`config.mk`:
```
export PLATFORM = sky130hd
export DESIGN_NAME = countdown_timer_flat
export DESIGN_NICKNAME = d
export VERILOG_FILES = /design/src/rtl/countdown_timer_if.sv /design/src/rtl/countdown_timer.sv /design/src/flat_wrapper.sv
export SDC_FILE = /design/constraint.sdc
export NUM_CORES = 1
export LEC_CHECK = 0
export CAP_MARGIN = 10
export CORE_MARGIN = 2
export CORE_UTILIZATION = 45
export CTS_CLUSTER_DIAMETER = 60
export DETAILED_ROUTE_END_ITERATION = 8
export GPL_ROUTABILITY_DRIVEN = 0
export PLACE_DENSITY_LB_ADDON = 0.1
export SLEW_MARGIN = 20
export SYNTH_ARGS = -nofsm -noshare
export SYNTH_HDL_FRONTEND = slang
export SYNTH_SLANG_ARGS = --single-unit
```
`constraint.sdc`:
```
create_clock -name clock -period 4.5 [get_ports clock]
set_input_delay 0.9 -clock clock [delete_from_list [all_inputs] [get_ports clock]]
set_output_delay 0.9 -clock clock [all_outputs]
set_load 0.02 [all_outputs]
```
`src/rtl/countdown_timer_if.sv`:
```
// rtl/countdown_timer_if.sv - requester/timer handshake bundle for countdown_timer
interface countdown_timer_if #(
    parameter int WIDTH = 6
);
    logic             start;
    logic [WIDTH-1:0] load_value;
    logic             pause;
    logic             cancel;
    logic [WIDTH-1:0] count;
    logic             busy;
    logic             done;

    // Requester side: issues start/pause/cancel and watches progress.
    modport master (
        output start, load_value, pause, cancel,
        input  count, busy, done
    );

    // Timer side: consumes requests and reports progress.
    modport slave (
        input  start, load_value, pause, cancel,
        output count, busy, done
    );
endinterface

```
`src/rtl/countdown_timer.sv`:
```
// rtl/countdown_timer.sv - loadable down-counter with start/busy/done handshake; optional periodic mode via COUNTDOWN_AUTORELOAD_EN
module countdown_timer #(
    parameter int WIDTH = 6
) (
    input  logic              clock,
    input  logic              reset,
    countdown_timer_if.slave  tif
);

    typedef enum logic [1:0] {
        IDLE = 2'd0,
        RUN  = 2'd1,
        DONE = 2'd2
    } state_t;

    state_t           state_q, state_d;
    logic [WIDTH-1:0] count_q, count_d;
    logic             done_q, done_d;
`ifdef COUNTDOWN_AUTORELOAD_EN
    logic [WIDTH-1:0] reload_q, reload_d;
`endif

    // Next-state and next-output decode; done is a registered pulse so it can
    // coincide with RUN when the periodic mode reloads the counter.
    always_comb begin
        state_d  = state_q;
        count_d  = count_q;
        done_d   = 1'b0;
`ifdef COUNTDOWN_AUTORELOAD_EN
        reload_d = reload_q;
`endif
        case (state_q)
            IDLE, DONE: begin
                if (tif.start) begin
                    if (tif.load_value != '0) begin
                        state_d  = RUN;
                        count_d  = tif.load_value;
`ifdef COUNTDOWN_AUTORELOAD_EN
                        reload_d = tif.load_value;
`endif
                    end else begin
                        // Zero-length run: completes on the very next edge.
                        state_d = DONE;
                        count_d = '0;
                        done_d  = 1'b1;
                    end
                end else begin
                    state_d = IDLE;
                end
            end
            RUN: begin
                if (tif.cancel) begin
                    state_d = IDLE;
                    count_d = '0;
                end else if (tif.pause) begin
                    count_d = count_q;
                end else if (count_q > WIDTH'(1)) begin
                    count_d = count_q - WIDTH'(1);
                end else begin
                    // Exit at one rather than zero so the decrement never wraps.
                    done_d = 1'b1;
`ifdef COUNTDOWN_AUTORELOAD_EN
                    count_d = reload_q;
`else
                    state_d = DONE;
                    count_d = '0;
`endif
                end
            end
            default: begin
                state_d = IDLE;
                count_d = '0;
            end
        endcase
    end

    // State, counter and pulse registers; reset overrides everything.
    always_ff @(posedge clock) begin
        if (reset) begin
            state_q  <= IDLE;
            count_q  <= '0;
            done_q   <= 1'b0;
`ifdef COUNTDOWN_AUTORELOAD_EN
            reload_q <= '0;
`endif
        end else begin
            state_q  <= state_d;
            count_q  <= count_d;
            done_q   <= done_d;
`ifdef COUNTDOWN_AUTORELOAD_EN
            reload_q <= reload_d;
`endif
        end
    end

    assign tif.count = count_q;
    assign tif.busy  = (state_q == RUN);
    assign tif.done  = done_q;

endmodule

```
`src/flat_wrapper.sv`:
```
// flat-port wrapper written by rule: the top's interface ports become plain ports
module countdown_timer_flat 
#(
    parameter int WIDTH = 6
)
  (clock, reset, tif_start, tif_load_value, tif_pause, tif_cancel, tif_count, tif_busy, tif_done);
  countdown_timer_if #(.WIDTH(WIDTH)) tif_i ();
  input  logic clock;
  input  logic reset;
  input wire logic [$bits(tif_i.start)-1:0] tif_start;
  input wire logic [$bits(tif_i.load_value)-1:0] tif_load_value;
  input wire logic [$bits(tif_i.pause)-1:0] tif_pause;
  input wire logic [$bits(tif_i.cancel)-1:0] tif_cancel;
  output wire logic [$bits(tif_i.count)-1:0] tif_count;
  output wire logic [$bits(tif_i.busy)-1:0] tif_busy;
  output wire logic [$bits(tif_i.done)-1:0] tif_done;
  assign tif_i.start = tif_start;
  assign tif_i.load_value = tif_load_value;
  assign tif_i.pause = tif_pause;
  assign tif_i.cancel = tif_cancel;
  assign tif_count = tif_i.count;
  assign tif_busy = tif_i.busy;
  assign tif_done = tif_i.done;
  countdown_timer #(.WIDTH(WIDTH)) u_core (.clock(clock), .reset(reset), .tif(tif_i));
endmodule
```
==> results of run 1 <==
==> layer usage <==
layer,vias up,track usage,share of wire
met1,278,0.267,0.47
li1,305,-,-
met3,2,0.0380,0.062
met2,15,0.321,0.46
met5,-,0,0
met4,0,0.100,0.0055
==> cells in the mapped netlist, types with 3 or more instances <==
cell type	instances
inv_1	3
dfxtp_1	9
a21oi_1	4
nor2_1	8
mux2i_1	5
clkbuf_1	3
a31oi_1	4
==> through the flow <==
step,utilization,total power (W),std cells
after floorplan,-,0.000139,73
after global placement,0.619,0.000165,102
after detailed placement,0.619,0.000165,102
after CTS,0.640,0.000228,106
after global routing,0.640,0.000240,106
final,0.640,0.000227,106
==> path summary, 6_finish.rpt <==
check | from | endpoint | depth (start not counted)
min | u_core.tif.count[2] | u_core.tif.count[2] | 2
max reg2reg | u_core.tif.count[0] | u_core.tif.count[1] | 6
min reg2reg | u_core.tif.count[2] | u_core.tif.count[2] | 2
max | u_core.state_q[0] | tif_busy | 2
==> state kept, by name, summed over array words and instances, names as in the netlist <==
signal	count
u_core.state_q	2
u_core.tif.count	6
u_core.tif.done	1
==> kinds of logic after synthesis <==
kind of cell,after synthesis,share of synthesized area
and+or+nand+nor,29,0.288
AOI/OAI and AO/OA,18,0.199
DFF,9,0.299
buffers and inverters,7,0.0456
muxes,5,0.0830
xor gates and xnor gates,3,0.0436
adders and majority gates,2,0.0415
==> power groups by stage <==
stage,registers (W),logic [W],clock network (W)
2_1_floorplan,0.0000965,0.0000427,0
6_report,0.0000933,0.0000711,0.0000627
4_1_cts,0.0000933,0.0000708,0.0000641
5_1_grt,0.0000946,0.0000778,0.0000678
3_3_place_gp,0.0000950,0.0000700,0
3_5_place_dp,0.0000950,0.0000704,0
==> tightest hold or removal path, delay by kind of cell (launching register included) <==
kind / cells / cell delay (ps)
compound gates: 2 / 220
flops: 1 / 360
==> cell type report <==
type                    instances  area, sq um
repair buffers                 18          180
flip-flops and latches          9          180
fillers                       122          457
well taps                      15         18.8
clock buffers                   4         26.3
multi-input cells              57          395
inverters                       3         11.3
==> flow_summary.yaml, run 1 <==
setup_path:
  crit_path_end_kind: "output port"
  worst-endpoint-required_ps: 3600
  path_class: "reg -> out"
  critPathTopFamily: "buffers and inverters"
  start_kind: "flip-flop"
  path_buf_inv: 1
  cp_max_fo: 12
  path_cells: "and2b_1, clkdlybuf4s50_1"
  crit_arrival_ps: 1540
  r2r_slack_ps: 2760
  slowest_stage: "clkdlybuf4s50_1"
  cpPeakStageDelay_ps: 590
layout:
  final_cell_mix: "18 x clkdlybuf4s50_1, 9 x dfxtp_1, 8 x nor2_1"
  design_area_sq_um: 812
  nNetsFinal: 105
  area_delta_synth_final_pct: 34.6
  mostFrequentLayoutCell: "clkdlybuf4s50_1"
  antennaDiodeCount: 0
  drive_gt1_frac: 0.0879
detailed_routing:
  drt-pass1-iter-count: 4
  wirelength_um: 1440
  routed_via_density: 5.66
  ant_nets: 0
  drc: 0
  drt_iter0_drc: 11
  vias: 600
  post_drt_wl_per_cell_um: 13.6
global_routing:
  grtUsageTotal: 0.205
  grt_overflow: 0
  grt_pass1_vias: 511
  grt_max_degree: 13
  grt_pass1_wl_um: 2200
  antenna_found_initial: 0
timing:
  worst_pin_slew_ps: 670
  final-hold-violation-count: 0
  finalCritPeriodShare: 0.543
  fin_tns_setup_ps: 0
  timing.final.max_slew_violations: 0
  min_period_ps: 2440
  relSlewSlack: 0.552
  setup_viol: 0
  timing.final.ws_setup_ps: 2060
  rsz0062_at_grt: "false"
  fin_worst_skew_ps: 6.10
  fin_worst_hold_slack_ps: 623
  fmax_ghz: 0.409
floorplan:
  ioPinCount: 19
  initial_utilization: 0.475
  die_area_sq_um: 1650
  die_x_um: 40.6
  die_height_um: 40.6
  fp.coreArea_sq_um: 1270
  num_rows: 13
power_and_ir_drop:
  vdd_drop_max_mv: 0.162
  power_frac_comb: 0.313
  p_seq_frac: 0.411
  power.density_nw_per_um2: 280
  p_sw_w: 0.0000713
  p_leak_nw: 0.312
  p_clk_frac: 0.276
  internal_power_w: 0.000156
  p_sw_frac: 0.314
logic_synthesis:
  synth_cell_type_count: 35
  yosys.area.top_type: "dfxtp_1"
  yosysWarnings: 0
  synthArstFlopShare: 0
  syn-instance-count: 73
  synth_nets: 86
  synth_area_leaders: "dfxtp_1 30%, mux2i_1 8.3%, nor2_1 5.0%"
  ys.flop_type: "dfxtp_1"
  yosysTopAreaCellShare: 0.299
  ys_seq_area_frac: 0.299
  synth_area_sq_um: 603
  ys_ff_latch: 9
  postSynthAreaPerCell_sq_um: 8.26
  synth_edf_count: 0
place:
  dpl_cell_area_sq_um: 786
  dp_hpwl_um: 1060
  place_ws_ps: 2020
  io_buffers: 18
clock_network:
  clock_latency_ps: 260
  cts_sinks: 9
  htreeDepth: 1
  clock_path_buffers: 2
  cts_root_buf: "clkbuf_4"
  cts_buffers: 3
  cts_setup_buffers: 0
  postCtsResizedCells: 0
  holdBufCountCts: 0
  cts_tree: "built"
  clkTransAtPathRegs_ps: 60
run:
  drv_cap: 0
hold_path:
  hp-class: "reg -> reg"
outcome:
  status: "finished, final reports clean"
Power figures use the tool's default switching activity.
==> run 2, diff against run 1 <==
CORE_UTILIZATION = 44   (was 45)
clock period = 2.3 ns   (was 4.5 ns; I/O delays follow)
==> flow_summary.yaml, run 2 (same netlist as run 1, synthesis figures left out) <==
global_routing:
  top_usage_layer: "met2"
  gr-usage-met3: 0.0761
  grtUsageTotal: 0.239
  antenna_found_initial: 0
  grt_max_degree: 13
  grt_pass1_wl_um: 2470
  grtUsageMet2: 0.375
  grt_use_met1: 0.284
  grt_overflow: 0
  grt_pass1_vias: 550
timing:
  timing.final.ws_setup_ps: 279
  finalCritPeriodShare: 0.879
  min_period_ps: 2020
  setup_viol: 0
  final-hold-violation-count: 0
  worst_pin_slew_ps: 358
  fmax_ghz: 0.495
  fin_tns_setup_ps: 0
  fin_worst_skew_ps: 1.37
  rsz0062_at_grt: "false"
  timing.final.max_slew_violations: 0
  relSlewSlack: 0.758
clock_network:
  holdBufCountCts: 0
  cts_tree: "built"
  clkTransAtPathRegs_ps: 60
  cts_sinks: 9
  htreeDepth: 1
  cts_setup_buffers: 0
  cts_root_buf: "clkbuf_4"
  cts_buffers: 3
  clock_latency_ps: 260
  clock_path_buffers: 2
  postCtsResizedCells: 0
place:
  dp_hpwl_um: 1140
  place_ws_ps: 261
  io_buffers: 18
setup_path:
  cp_max_fo: 12
  crit_arrival_ps: 1560
  start_kind: "flip-flop"
  worst-endpoint-required_ps: 1840
  reg2regPathDepth: 6
  path_class: "reg -> out"
  crit_path_end_kind: "output port"
detailed_routing:
  wirelength_um: 1550
  drt-pass1-iter-count: 4
  ant_nets: 0
  drc: 0
  drt_iter0_drc: 13
  routed_via_density: 5.83
  post_drt_wl_per_cell_um: 14.1
  vias: 641
hold_path:
  hp-class: "reg -> reg"
  min_path_cells: 2
layout:
  largest_register_ffs: 6
  nNetsFinal: 109
  antennaDiodeCount: 0
  area_delta_synth_final_pct: 39.6
  final_cell_mix: "18 x clkdlybuf4s50_1, 9 x dfxtp_1, 8 x nor2_1"
  drive_gt1_frac: 0.126
  mostFrequentLayoutCell: "clkdlybuf4s50_1"
power_and_ir_drop:
  power.density_nw_per_um2: 538
  p_leak_nw: 0.332
  vdd_drop_max_mv: 0.426
floorplan:
  die_area_sq_um: 1680
  num_rows: 13
  ioPinCount: 19
  die_height_um: 41.0
  fp.coreArea_sq_um: 1280
  die_x_um: 41.0
  initial_utilization: 0.469
outcome:
  status: "finished, final reports clean"
run:
  drv_cap: 0
-- run 2: cell types whose count changed in the layout (fill, tap and decap cells not counted), sizes merged --
cell,change
buf,+4
-- run 2: power by group --
part | internal (W) | switching [W]
sequential | 0.000165 | 0.0000172
combinational | 0.0000771 | 0.0000678
clock | 0.0000671 | 0.0000581
-- run 2: metrics by stage --
stage	area [sq um]	utilization	hold slack, ps	cells	total power [W]
6_report	842	0.655	645	110	0.000453
5_1_grt	842	0.655	655	110	0.000479
4_1_cts	842	0.655	647	110	0.000453
3_5_place_dp	816	0.635	629	106	0.000329
3_3_place_gp	816	0.635	607	106	0.000329
2_1_floorplan	603	-	564	73	0.000272
-- run 2: worst max-delay path, stage by stage (launching register included) --
cell and delay [ps]:
dfxtp_1 530, and2b_1 170, clkdlybuf4s50_1 590
-- run 2: final timing paths --
kind                                       endpoint  slack [ps]                 from
worst max-delay path                       tif_busy         280    u_core.state_q[0]
worst min-delay path            u_core.tif.count[2]         650  u_core.tif.count[2]
worst max register to register  u_core.tif.count[2]         530  u_core.tif.count[0]
worst min register to register  u_core.tif.count[2]         650  u_core.tif.count[2]
-- run 2: area by class of cell --
cell class,count,area [sq um]
timing repair buffer,22,210
multi-input combinational,57,395
fill,124,443
inverter,3,11.3
clock buffer,4,26.3
tap,15,18.8
sequential,9,180
-- run 2: metal layers --
layer | up-vias | share of wire | routed length (um)
met5 | - | 0 | 0
met4 | 0 | 0.023 | 36
met3 | 5 | 0.073 | 113
met2 | 23 | 0.44 | 687
met1 | 299 | 0.46 | 710
li1 | 314 | - | -
==> patch (settings of run 1) <==
The 3 states of `state_t` get a one-hot encoding in 3 bits.
--- a/src/rtl/countdown_timer.sv
+++ b/src/rtl/countdown_timer.sv
@@ -8,8 +8,8 @@
 );
 
-    typedef enum logic [1:0] {
-        IDLE = 2'd0,
-        RUN  = 2'd1,
-        DONE = 2'd2
+    typedef enum logic [2:0] {
+        IDLE = 3'b001,
+        RUN  = 3'b010,
+        DONE = 3'b100
     } state_t;
 
Behaviour: same outputs for any inputs over 10 cycles, from zero or initial values and one cycle with reset high; not proved beyond that.
==> patch against run 1 <==
- largest power group unchanged
- power shrank 3.7%
- setup slack lost 0.023 ns
- area after synthesis grew 8.5%
- critical path type unchanged
- routed wire length grew 9.2%
- cell area grew 6.5%
- sequential power grew 6.9%
- sequential cell count grew 1
==> patch: results (changes against run 1) <==
R2R cell count 7 (was 6); CP startpoint u_core.state_q[1] (was u_core.state_q[0]); hold path start u_core.tif.count[4] (was u_core.tif.count[2]); share of layout cells above drive strength 1 11.1% (was 8.79%); post-synthesis mux area share 0% (was 8.30%); register area share after synthesis 30.6% (was 29.9%); WL per Instance 13.8 µm (was 13.6 µm); pin count of the biggest net entering global routing 9 (was 13); setup repair bufs after CTS 0 (unchanged); via count 650 (was 600); fraction of area in multi-input gates 49.1% (was 48.7%); Post-Synth Adder-Cell Area 3.82% (was 4.15%); multi-input gates 63 (was 57); pre-CTS setup slack 1.93 ns (was 2.02 ns); Pre-antenna DRT Iters 5 (was 4); relative slew slack 66.2% (was 55.2%); nonclk inv count 5 (was 3); initial antenna violation count 0 (unchanged); total leakage power 0.308 nW (was 0.312 nW); Post-synth top cells dfxtp_1 (10), nor2_1 (9), nand2_1 (6) (was dfxtp_1 (9), nor2_1 (8), mux2i_1 (5)); Compound-Gate Fraction of Synth Area 29.4% (was 19.9%); minimum clock period 2.47 ns (was 2.44 ns); synth top area cells dfxtp_1 (31%), nor2_1 (5.2%), ha_1 (3.8%) (was dfxtp_1 (30%), mux2i_1 (8.3%), nor2_1 (5.0%)); max FFs per register 6 (unchanged); HPWL after DPL 1210 µm (was 1060 µm); first-pass GRT wire length 2680 µm (was 2200 µm); Mapped Nets 92 (was 86); sequential cell count 10 (was 9); clock network area share 2.60% (was 3.24%); nets@finish 114 (was 105); Post-Synth XOR/XNOR Area 2.68% (was 4.36%); Hold Path Cell Cnt 1 (was 2); clock buf count 3 (was 4); Clock Skews 0.00662 ns (was 0.00610 ns); hold_ws 0.526 ns (was 0.623 ns); multi-input logic area 424 µm² (was 395 µm²); CP Max Fanout 7 (was 12); CP arrival 1.57 ns (was 1.54 ns); maximum vdd drop 168 µV (was 162 µV); vias in the first global route 603 (was 511); outcome complete, no violations (unchanged); Async SR Flop Fraction 0% (unchanged); register area 200 µm² (was 180 µm²); Clock Latency Late Sink 0.26 ns (about the same); Signal buffers 18 (unchanged); r2r setup slk 2.68 ns (was 2.76 ns); Hold Path Sink u_core.tif.count[4] (was u_core.tif.count[2]); non-clk buf share 20.8% (was 22.2%); Fillers 117 (was 122); placed cell areas 842 µm² (was 786 µm²); Total GRT Usage 19.6% (was 20.5%); FF-to-FF End u_core.tif.count[4] (was u_core.tif.count[1]); DRT iter0 DRCs 15 (was 11)
## patch: changes by cell type in the layout (fill, tap and decap cells not counted), moves of 2 or more
cell      before  now
a32oi_1        0    2
a31oi_1        4    1
a211o_1        0    2
a21oi_1        4    2
a22oi_1        0    2
o22ai_1        2    0
inv_1          3    5
o21ai_0        2    5
nand2_1        2    6
mux2i_1        5    0
nand2b_1       1    3
## patch: through the flow
step                util (%)  std cells
finish                  64.8        114
global route            64.8        114
CTS                     64.8        114
detailed placement      63.1        111
global placement        63.1        111
floorplan                  -         79
## patch: routing by layer
layer  GRT usage, %  wire (µm)  part of all wire, %  vias to the layer above
met5              0          0                    0                        -
met4           6.88         17                  1.1                        0
met3           6.03         83                  5.3                        2
met2           27.8        660                   42                       16
met1           27.7        815                   52                      299
li1               -          -                    -                      333
## patch: power breakdown
part	internal, W	switching, W	leakage (nW)
clock	0.0000308	0.0000283	0.0138
sequential	0.0000929	0.00000679	0.0816
combinational	0.0000291	0.0000308	0.212
